[src/rtl/switch_instr_latch_pkg.sv]
// rtl/switch_instr_latch_pkg.sv - FSM encodings and debounce default for the TinyCPU switch input stage
package switch_instr_latch_pkg;

  typedef enum logic [1:0] {
    ST_RUN  = 2'd0,
    ST_HOLD = 2'd1,
    ST_STEP = 2'd2
  } state_e;

  localparam int DB_CYCLES_DEFAULT = 1000000;

endpackage

[src/rtl/switch_instr_latch_debounce.sv]
// rtl/switch_instr_latch_debounce.sv - 2-flop synchronizer plus saturating-counter debouncer
module switch_instr_latch_debounce
  import switch_instr_latch_pkg::*;
#(
  parameter int WIDTH     = 1,
  parameter int DB_CYCLES = DB_CYCLES_DEFAULT,
  parameter int CNT_W     = 20
) (
  input  logic             clk,
  input  logic             rst,
  input  logic [WIDTH-1:0] din,
  output logic [WIDTH-1:0] dout
);

  localparam logic [CNT_W-1:0] CNT_MAX = CNT_W'(DB_CYCLES - 1);

  logic [WIDTH-1:0] sync1_q, sync2_q;
  logic [WIDTH-1:0] cand_q, cand_d;
  logic [WIDTH-1:0] stable_q, stable_d;
  logic [CNT_W-1:0] cnt_q, cnt_d;

  // stable follows cand whenever the count has saturated, even on the edge a new mismatch restarts it
  always_comb begin
    cand_d   = cand_q;
    cnt_d    = cnt_q;
    stable_d = stable_q;
    if (sync2_q != cand_q) begin
      cand_d = sync2_q;
      cnt_d  = '0;
    end else if (cnt_q < CNT_MAX) begin
      cnt_d = cnt_q + CNT_W'(1);
    end
    if (cnt_q == CNT_MAX) begin
      stable_d = cand_q;
    end
  end

  always_ff @(posedge clk) begin
    if (rst) begin
      sync1_q  <= '0;
      sync2_q  <= '0;
      cand_q   <= '0;
      cnt_q    <= '0;
      stable_q <= '0;
    end else begin
      sync1_q  <= din;
      sync2_q  <= sync1_q;
      cand_q   <= cand_d;
      cnt_q    <= cnt_d;
      stable_q <= stable_d;
    end
  end

  assign dout = stable_q;

endmodule

[src/rtl/switch_instr_latch.sv]
// rtl/switch_instr_latch.sv - debounced instruction latch with run/hold/single-step control
module switch_instr_latch
  import switch_instr_latch_pkg::*;
#(
  parameter int DB_CYCLES = DB_CYCLES_DEFAULT,
  parameter int CNT_W     = 20
) (
  input  logic       clk,
  input  logic       rst,
  input  logic [7:0] sw,
  input  logic       pause,
  input  logic       step_btn,
  output logic [7:0] instr,
  output logic       instr_valid,
  output logic       held
);

  logic [7:0] sw_stable;
  logic       pause_stable;
  logic       step_stable;

  switch_instr_latch_debounce #(.WIDTH(8), .DB_CYCLES(DB_CYCLES), .CNT_W(CNT_W)) u_db_sw (
    .clk(clk), .rst(rst), .din(sw), .dout(sw_stable)
  );

  switch_instr_latch_debounce #(.WIDTH(1), .DB_CYCLES(DB_CYCLES), .CNT_W(CNT_W)) u_db_pause (
    .clk(clk), .rst(rst), .din(pause), .dout(pause_stable)
  );

  switch_instr_latch_debounce #(.WIDTH(1), .DB_CYCLES(DB_CYCLES), .CNT_W(CNT_W)) u_db_step (
    .clk(clk), .rst(rst), .din(step_btn), .dout(step_stable)
  );

  state_e     state_q, state_d;
  logic       step_prev_q;
  logic       step_rise;
  logic [7:0] instr_q, instr_d;
  logic       instr_valid_q, instr_valid_d;
  logic       held_q, held_d;

  assign step_rise = step_stable & ~step_prev_q;

  always_ff @(posedge clk) begin
    if (rst) begin
      state_q       <= ST_RUN;
      step_prev_q   <= 1'b0;
      instr_q       <= '0;
      instr_valid_q <= 1'b0;
      held_q        <= 1'b0;
    end else begin
      state_q       <= state_d;
      step_prev_q   <= step_stable;
      instr_q       <= instr_d;
      instr_valid_q <= instr_valid_d;
      held_q        <= held_d;
    end
  end

  // un-pausing wins over a simultaneous step press; that press is dropped
  always_comb begin
    state_d = state_q;
    case (state_q)
      ST_RUN:  if (pause_stable) state_d = ST_HOLD;
      ST_HOLD: begin
        if (!pause_stable)  state_d = ST_RUN;
        else if (step_rise) state_d = ST_STEP;
      end
      ST_STEP: state_d = ST_HOLD;
      default: state_d = ST_RUN;
    endcase
  end

  // outputs are decoded from the next state so they line up with the registered state
  always_comb begin
    instr_valid_d = (state_d == ST_RUN) || (state_d == ST_STEP);
    held_d        = (state_d == ST_HOLD) || (state_d == ST_STEP);
    instr_d       = instr_valid_d ? sw_stable : instr_q;
  end

  assign instr       = instr_q;
  assign instr_valid = instr_valid_q;
  assign held        = held_q;

endmodule

[config.mk]
export PLATFORM = sky130hd
export DESIGN_NAME = switch_instr_latch
export DESIGN_NICKNAME = d
export VERILOG_FILES = /design/src/rtl/switch_instr_latch_pkg.sv /design/src/rtl/switch_instr_latch_debounce.sv /design/src/rtl/switch_instr_latch.sv
export SDC_FILE = /design/constraint.sdc
export NUM_CORES = 1
export LEC_CHECK = 0
export CAP_MARGIN = 20
export CORE_ASPECT_RATIO = 1.75
export CORE_UTILIZATION = 54
export DETAILED_ROUTE_END_ITERATION = 7
export PLACE_DENSITY = 0.75
export SYNTH_ARGS = -nofsm -noshare
export SYNTH_HDL_FRONTEND = slang
export SYNTH_SLANG_ARGS = --single-unit
[constraint.sdc]
create_clock -name clk -period 1.94 [get_ports clk]
set_input_delay 0.291 -clock clk [delete_from_list [all_inputs] [get_ports clk]]
set_output_delay 0.291 -clock clk [all_outputs]
set_load 0.1 [all_outputs]
==> report_table.html <==
<table>
<tr><th>Metric</th><th>Value</th></tr>
<tr><th colspan="2">Outcome</th></tr>
<tr><td>Result of the run</td><td>finished, violations left</td></tr>
<tr><td>Failing checks</td><td>setup timing</td></tr>
<tr><th colspan="2">Worst setup path</th></tr>
<tr><td>Critical Path Fanout Max</td><td>10</td></tr>
<tr><td>Sum of buffers and inverters on the critical path</td><td>1</td></tr>
<tr><td>Critical setup path kind</td><td>reg -&gt; reg</td></tr>
<tr><td>Largest delay share family, worst path</td><td>simple AND/OR/NAND/NOR gates</td></tr>
<tr><td>CP Capture Type</td><td>flop</td></tr>
<tr><td>Slowest stage cell, crit path</td><td>sky130_fd_sc_hd__or4_4</td></tr>
<tr><td>Critical-path cell list</td><td>or4_4, a211oi_4, buf_4, o311ai_4, nor3_1, xnor2_1, nor2_1</td></tr>
<tr><td>Delay of the slowest cell on the worst path</td><td>0.56 ns</td></tr>
<tr><td>Required time of the worst setup path</td><td>roughly 2.2 ns</td></tr>
<tr><td>Critical path launch point type</td><td>flop</td></tr>
<tr><td>Data arrival time of the critical path</td><td>between 2 and 2.5 ns</td></tr>
<tr><th colspan="2">Pwr</th></tr>
<tr><td>Peak VDD IR</td><td>0.787 mV</td></tr>
<tr><td>Lkg Pwr</td><td>~2.3 nW</td></tr>
<tr><td>Power Dens Cells</td><td>between 900 and 1000 nW/um^2</td></tr>
<tr><th colspan="2">Global routing</th></tr>
<tr><td>Largest net degree at the start of global routing</td><td>42</td></tr>
<tr><td>Number of antenna violations at the first check in global routing</td><td>0</td></tr>
<tr><td>Global-route wire length before repair</td><td>between 15000 and 20000 um</td></tr>
<tr><td>Remaining global-route overflow</td><td>0</td></tr>
<tr><td>Total global-route track usage</td><td>between 20% and 30%</td></tr>
<tr><td>Vias in the first global route</td><td>3861</td></tr>
<tr><th colspan="2">Clock network</th></tr>
<tr><td>Clock-pin slew reported for the worst setup and hold paths after clock tree synthesis</td><td>roughly 0.05 ns</td></tr>
<tr><td>Clock latency of the later-clocked register in the worst-skew pair</td><td>0.41 ns</td></tr>
<tr><td>Inserted Clock Buffers</td><td>17</td></tr>
<tr><td>Master cell of the clock root buffer</td><td>sky130_fd_sc_hd__clkbuf_16</td></tr>
<tr><td>Count of hold buffers inserted by post-cts repair</td><td>0</td></tr>
<tr><td>CTS Sinks</td><td>113</td></tr>
<tr><td>H-tree Lvls</td><td>4</td></tr>
<tr><td>Clock tree from TritonCTS</td><td>built</td></tr>
<tr><td>Max Root-Sink Buffers</td><td>2</td></tr>
<tr><th colspan="2">Cells and area</th></tr>
<tr><td>Nets@finish</td><td>584</td></tr>
<tr><td>Post-layout utilization of the core</td><td>just over 70%</td></tr>
<tr><td>Antenna Diode Count</td><td>0</td></tr>
<tr><td>Layout Area Growth over Synthesis</td><td>27.4%</td></tr>
<tr><td>Fraction of layout instances using a drive strength above 1</td><td>between 10% and 20%</td></tr>
<tr><td>Number of inserted filler cells in the final layout</td><td>roughly 590</td></tr>
<tr><td>Final cell area excluding filler cells</td><td>between 5000 and 6000 um^2</td></tr>
<tr><th colspan="2">STA</th></tr>
<tr><td>Maximum clock frequency</td><td>slightly above 500 MHz</td></tr>
<tr><td>Final Hold Violating Endpoints</td><td>0</td></tr>
<tr><td>Time the worst path needs with I/O delays and setup</td><td>1.99 ns</td></tr>
<tr><td>Rel. slew slack</td><td>68.6%</td></tr>
<tr><td>Final worst setup slack</td><td>-0.0471 ns</td></tr>
<tr><td>Setup tns final</td><td>-0.173 ns</td></tr>
<tr><td>Number of failing setup endpoints in the final timing report</td><td>10</td></tr>
<tr><td>Slew Viols, Final</td><td>0</td></tr>
<tr><td>Setup repair after global routing missed its margin</td><td>true</td></tr>
<tr><td>Final clock skew</td><td>0.0114 ns</td></tr>
<tr><td>Tightest Pin Transition</td><td>around 0.46 ns</td></tr>
<tr><td>Fin crit share</td><td>102%</td></tr>
<tr><th colspan="2">Synthesis</th></tr>
<tr><td>Count of unique library cells instantiated by Yosys</td><td>51</td></tr>
<tr><td>Sequential-to-total area share from yosys stat</td><td>48.5%</td></tr>
<tr><td>Mean Syn Cell Area</td><td>9.27 um^2</td></tr>
<tr><td>YS warnings</td><td>0</td></tr>
<tr><td>Largest cells by area after synthesis</td><td>sky130_fd_sc_hd__dfxtp_1 (49%), sky130_fd_sc_hd__xnor2_1 (7.1%), sky130_fd_sc_hd__nor2_1 (6.4%)</td></tr>
<tr><td>Number of synthesized flops with an enable pin</td><td>0</td></tr>
<tr><td>Async SR Flop Fraction</td><td>0%</td></tr>
<tr><td>Share of Yosys cell area claimed by the top area cell type</td><td>between 40 and 50%</td></tr>
<tr><td>Number of nets in the synthesized netlist</td><td>518</td></tr>
<tr><td>Netlist Area Pre-Place</td><td>between 4000 and 5000 um^2</td></tr>
<tr><td>Area leader, netlist</td><td>sky130_fd_sc_hd__dfxtp_1</td></tr>
<tr><td>Gate count of the mapped netlist</td><td>roughly 500</td></tr>
<tr><td>Ys flop type</td><td>sky130_fd_sc_hd__dfxtp_1</td></tr>
<tr><td>Number of synthesized register bits</td><td>between 100 and 150</td></tr>
<tr><th colspan="2">Detailed routing</th></tr>
<tr><td>Per-cell routed wire length</td><td>13.6 um</td></tr>
<tr><td>Post-detailed-route DRC marker count</td><td>0</td></tr>
<tr><td>Detail-routed via count per cell</td><td>approximately 5.4</td></tr>
<tr><td>Vias post-DR</td><td>approximately 3.8k</td></tr>
<tr><td>Number of antenna-violating nets in the routed design</td><td>0</td></tr>
<tr><td>DRC marker count from the first detailed-route iteration</td><td>about 210</td></tr>
<tr><td>Wirelength, routed</td><td>between 9000 and 10000 um</td></tr>
<tr><td>Initial DRT Pass Iterations</td><td>4</td></tr>
<tr><th colspan="2">Placement</th></tr>
<tr><td>HPWL Detailed</td><td>~6200 um</td></tr>
<tr><td>Global placer's final weighted congestion</td><td>roughly 0.89</td></tr>
<tr><td>Count of buffers from port buffering</td><td>21</td></tr>
<tr><td>Cell area reported after detailed placement</td><td>5200 um^2</td></tr>
<tr><th colspan="2">Flow run</th></tr>
<tr><td>Number of max-capacitance violations reported</td><td>0</td></tr>
<tr><th colspan="2">Floorplanning</th></tr>
<tr><td>Count of standard-cell rows</td><td>44</td></tr>
<tr><td>Area of the core region</td><td>~8300 um^2</td></tr>
<tr><td>Die area</td><td>roughly 9000 um^2</td></tr>
<tr><td>Count of pins on the block boundary</td><td>22</td></tr>
<tr><td>Height of the chip</td><td>around 120 um</td></tr>
<tr><td>Die span in x</td><td>a little over 70 um</td></tr>
<tr><td>Initial Util</td><td>56.1%</td></tr>
<tr><th colspan="2">Min path</th></tr>
<tr><td>Worst hold path class</td><td>in -&gt; reg</td></tr>
</table>
-- state kept, by name, summed over array words and instances (netlist names), 2 cells and up --
| register | cells |
|---|---|
| u_db_pause.cnt_q | 20 |
| u_db_sw.cnt_q | 20 |
| u_db_sw.sync2_q | 8 |
| u_db_sw.cand_q | 8 |
| u_db_sw.dout | 8 |
| state_q | 2 |
| u_db_sw.sync1_q | 8 |
| u_db_step.cnt_q | 20 |
| instr | 8 |
-- synth_stat cells (6+ instances only) --
cell and number:
sky130_fd_sc_hd__dfxtp_1 113, sky130_fd_sc_hd__nor2_1 80, sky130_fd_sc_hd__xnor2_1 38, sky130_fd_sc_hd__nor2b_1 34, sky130_fd_sc_hd__nand2_1 22, sky130_fd_sc_hd__nand3_1 21
sky130_fd_sc_hd__mux2i_1 20, sky130_fd_sc_hd__nand4_1 19, sky130_fd_sc_hd__xor2_1 16, sky130_fd_sc_hd__clkbuf_1 15, sky130_fd_sc_hd__o21ai_0 15, sky130_fd_sc_hd__a21oi_1 12
sky130_fd_sc_hd__inv_1 9, sky130_fd_sc_hd__and3_1 8, sky130_fd_sc_hd__nor3_1 8, sky130_fd_sc_hd__or3_1 7, sky130_fd_sc_hd__and4_1 6, sky130_fd_sc_hd__nor4_1 6
-- through the flow --
stage	cells	hold slack (ns)	setup slack (ns)	power [mW]
after floorplan	503	0.414	0.0530	2.54
after global placement	660	0.415	-0.0141	2.58
after detailed placement	660	0.422	-0.0658	2.59
after CTS	697	0.221	0.00498	5.73
after global routing	697	0.237	-0.153	5.87
final	697	0.229	-0.0471	5.69
-- cell families after synthesis --
family	after synthesis	synth area share, %
compound gates	48	6.87
fa+ha+maj	3	0.805
buf+inv	27	2.39
xor+xnor	54	10.1
simple gates	238	27.0
flops	113	48.5
mux	20	4.29
-- worst paths after layout --
| kind | from | to | slack (ns) | depth (start not counted) |
|---|---|---|---|---|
| setup reg to reg | u_db_pause.cnt_q[11] | u_db_pause.cnt_q[18] | -0.05 | 7 |
| hold reg to reg | u_db_sw.sync1_q[4] | u_db_sw.sync2_q[4] | 0.44 | 1 |
| hold / removal | rst | u_db_pause.dout | 0.23 | 2 |
| setup / recovery | u_db_pause.cnt_q[11] | u_db_pause.cnt_q[18] | -0.05 | 7 |
-- layout by cell type, fill, tap and decap left out, drive strengths merged, types with 10 or more instances in the layout --
cell and n:
nand2 22, clkdlybuf4s50 10, clkbuf 17, inv 12
nor2 81, o21ai 16, buf 55, xnor2 38
nand4 19, mux2i 20, dfxtp 113, xor2 16
a21oi 12, nor2b 34, nand3 21
-- where the power goes --
group	switching [mW]	internal, mW
Combinational	0.0849	0.0726
Clock	1.12	2.03
Sequential	0.0224	2.36
Total	1.22	4.46
-- what timing repair did --
action                     4_1_cts  5_1_grt
setup endpoints to repair       22       36
buffers inserted                 5        0
pin swaps                        6        2
resized for setup                6       11
-- final cells by class --
type / count / area, um^2 / share of cell area (%)
inverters: 9 / 33.8 / 0.569
clock buffers: 17 / 425 / 7.16
repair buffers: 65 / 510 / 8.59
well taps: 115 / 144 / 2.42
clock inverters: 15 / 184 / 3.10
multi-input cells: 363 / 2380 / 40.1
flip-flops and latches: 113 / 2260 / 38.1
-- routing by layer --
metal  vias to the layer above  part of all wire, %  track usage [%]
met1                      1808                   40             23.8
met5                         -                    0                0
met4                         0                  3.4             12.5
met2                        85                   54             40.3
met3                        33                  3.3             7.36
li1                       1871                    -                -
-- worst register-to-register path: cells and delay by family, from the launching register on --
kind / cells / cell delay [ns]
XOR/XNOR: 1 / 0.15
AO/OA/AOI/OAI: 2 / 0.37
flip-flops: 1 / 0.31
buffers and inverters: 1 / 0.18
AND/OR/NAND/NOR: 3 / 0.87
(Power assumes the default switching activity.)
